$ cat src/rtl/lfsr_chk_sat_cnt.sv
// Saturating up-counter: holds at all-ones instead of wrapping.
// Synchronous clear takes priority over increment.
module sat_cnt #(
   parameter int W = 16
) (
   input  logic         clk,
   input  logic         resetn,
   input  logic         clr,
   input  logic         inc,
   output logic [W-1:0] cnt
);

   always_ff @(posedge clk or negedge resetn) begin
      if (!resetn) begin
         cnt <= '0;
      end else if (clr) begin
         cnt <= '0;
      end else if (inc && (cnt != {W{1'b1}})) begin
         cnt <= cnt + W'(1);
      end
   end

endmodule

$ cat config.mk
export PLATFORM = sky130hd
export DESIGN_NAME = sat_cnt
export DESIGN_NICKNAME = d
export VERILOG_FILES = /design/src/rtl/lfsr_chk_sat_cnt.sv
export SDC_FILE = /design/constraint.sdc
export NUM_CORES = 1
export LEC_CHECK = 0
export ABC_CLOCK_PERIOD_IN_PS = 2600
export BUFFER_PORTS_ARGS = -buffer_cell sky130_fd_sc_hd__buf_2
export CAP_MARGIN = 10
export CORE_MARGIN = 3
export CORE_UTILIZATION = 52
export DETAILED_ROUTE_END_ITERATION = 10
export GPL_TIMING_DRIVEN = 0
export PLACE_DENSITY = 0.77
export SLEW_MARGIN = 10
export SYNTH_ARGS = -nofsm -noshare
export SYNTH_HDL_FRONTEND = slang
export SYNTH_SLANG_ARGS = --single-unit
$ cat constraint.sdc
create_clock -name clk -period 2.6 [get_ports clk]
set_clock_uncertainty 0.15 [all_clocks]
set_input_delay 0 -clock clk [delete_from_list [all_inputs] [get_ports clk]]
set_output_delay 0 -clock clk [all_outputs]
set_load 0.1 [all_outputs]
==> qor.yml <==
outcome:
  outcome: "finished with violations"
  violations: "hold timing"
global_route:
  antenna_found_initial: 0
  grt_pass1_vias: 823
  grt.total_usage_pct: 20.8
  grt_pass1_wl_um: 3940
  grt.overflow.total: 0
  grt_max_degree: 17
final_layout:
  seqCellArea_um2: 403
  n_antenna_cell: 0
  largest_register_ff_count: 16
  drive_above_1_share_pct: 28.2
  area.growth.synth_to_final_pct: 20.6
  multi_input_area_um2: 504
  final_common_cell: "buf_2"
  layout.cells.non_filler: 148
  num-fill-cells: 136
  top_register: "cnt"
  layout.nets: 130
  final_cell_mix: "buf_2, dfrtp_1, a21oi_1"
  largestRegisters: "cnt x16"
timing:
  max_slew_margin_pct: 64.1
  period_minus_slack_ns: 2.10
  worst_pin_slew_ns: 0.534
  rsz0062_at_grt: "no"
  finalSetupTns_ns: 0
  hold_viol_final: 9
  setup_viol: 0
  holdWs_ns: -0.00532
  final_max_slew_viol_count: 0
  fmax_mhz: 475
  finalCritPeriodShare_pct: 80.9
setup_path:
  critPathKind: "reg2reg"
  cp-start-kind: "flop"
  cp-end-kind: "flop"
  crit_path_max_fanout: 10
  cp.required_ns: 2.63
  critical_path_arrival_ns: 2.14
place:
  dp_hpwl_um: 1550
  dp.cells: 141
  io_buffers: 19
  place_congestion: 0.842
power:
  peakVddDrop_mv: 0.334
  power_density_nw_per_um2: 417
  p_leak_nw: 0.513
yosys:
  synth-xor-area-share_pct: 0
  avgSynthCellArea_um2: 9.61
  syn_nets: 103
  synth_simple_gate_area_share_pct: 31.2
  synth_top_area_share_pct: 42.5
  yosysUniqueCellTypes: 28
  yosysSeqAreaShare_pct: 42.5
  synthMuxAreaShare_pct: 4.78
  synth_compound_area_share_pct: 16.2
  netlist_area_um2: 942
  synth_cells: 98
  yosys_warnings: 0
  synthAdderAreaFrac_pct: 1.33
  ys_ff_latch: 16
  yosys-top-cells-area: "dfrtp_1, a21oi_1, o31ai_1, mux2_1, nand4_1"
  synth_top_family_by_area: "simple AND/OR/NAND/NOR gates"
  yosysTopAreaCell: "dfrtp_1"
drt:
  drc: 0
  first_pass_iters: 4
  ant_nets: 0
  viasPerCell: 6.47
  wl_per_cell_um: 15.9
  dr.first_iter.drc_count: 47
  wl_um: 2360
  vias: 957
clocking:
  numCtsBuffers: 3
  cts_tree: "done"
  htree_num_levels: 1
  post-cts-setup-buffer-count: 0
  root_buffer: "clkbuf_4"
  clock-sinks: 16
  cts_buffer_depth: 2
  clock_latency_ns: 0.29
  clk_pin_slew_ns: 0.10
floorplanning:
  initial_utilization_pct: 58.5
  fp.dieW_um: 48.6
  die_area_um2: 2360
  num_io_pins: 20
  rows: 14
  fp.dieH_um: 48.6
  core_area_um2: 1610
run:
  drv_cap: 0
worst_hold_path:
  hold_path.class: "in2async"
critical path, stage by stage, from the launching register on:
cell	delay, ns
dfrtp_2	0.41
ha_1	0.23
nand4_2	0.15
nor4_4	0.56
nor4_1	0.15
mux2_1	0.34
worst paths after layout:
path                       slack, ns                   to  cells after the start                from
setup reg to reg                0.50  cnt[15]$_DFFE_PN0P_                      5  cnt[0]$_DFFE_PN0P_
max in group asynchronous       2.00   cnt[0]$_DFFE_PN0P_                      2              resetn
hold / removal                -0.005  cnt[13]$_DFFE_PN0P_                      2              resetn
setup / recovery                0.50  cnt[15]$_DFFE_PN0P_                      5  cnt[0]$_DFFE_PN0P_
min in group clk                0.46  cnt[15]$_DFFE_PN0P_                      4                 clr
hold reg to reg                 0.47   cnt[1]$_DFFE_PN0P_                      2  cnt[1]$_DFFE_PN0P_
report_power, final:
group / internal, mW / total, mW / switching, mW
Sequential: 0.251 / 0.254 / 0.00303
Clock: 0.0853 / 0.169 / 0.0839
Combinational: 0.0114 / 0.0504 / 0.0390
timing repair:
item                                   in CTS  in global routing
endpoints found under the hold margin      21                  0
resized for setup                           0                  0
hold buffers                                3                  0
Yosys cell counts:
library cell and count:
dfrtp_1 16, a21oi_1 11, o31ai_1 7, nand2_1 6, nand4_1 6, or4_1 5
clkbuf_1 4, mux2_1 4, nor2_1 4, nor2b_1 4, nor4_1 4, inv_1 3
nand3_1 3, o21ai_1 3, and3_1 2, and4_2 2, or3_1 2, or4_2 2
a211oi_2 1, buf_6 1, ha_1 1, nand3b_1 1, nand4_2 1, nor3_1 1
nor4_4 1, o211ai_2 1, o21ai_0 1, or3_2 1
layer usage:
layer / track usage [%] / wire [µm]
met4: 8.53 / 59
met3: 3.68 / 250
met2: 31.9 / 1060
met5: 0 / 0
met1: 29.0 / 984
cell families after synthesis:
group,after synthesis
adders and majority gates,1
muxes,4
and+or+nand+nor,45
AOI/OAI and AO/OA,24
DFF,16
buffers and inverters,8
per-stage QoR:
stage                     total power, mW  util (%)  area, µm²  worst slack [ns]
after global routing                0.492      70.5       1140             0.386
after detailed placement            0.305      66.4       1070             0.535
after CTS                           0.473      70.5       1140             0.507
final                               0.474      70.5       1140             0.496
after floorplan                     0.290         -        945             0.122
after global placement              0.304      66.4       1070             0.541
layout make-up:
class,instances,share of cell area [%]
buffer,5,2.31
tap,24,2.64
timing repair buffer,22,11.0
clock buffer,4,3.19
sequential,16,35.5
inverter,3,0.991
multi-input combinational,74,44.4
Note: power is estimated with default switching activity, not from simulation.
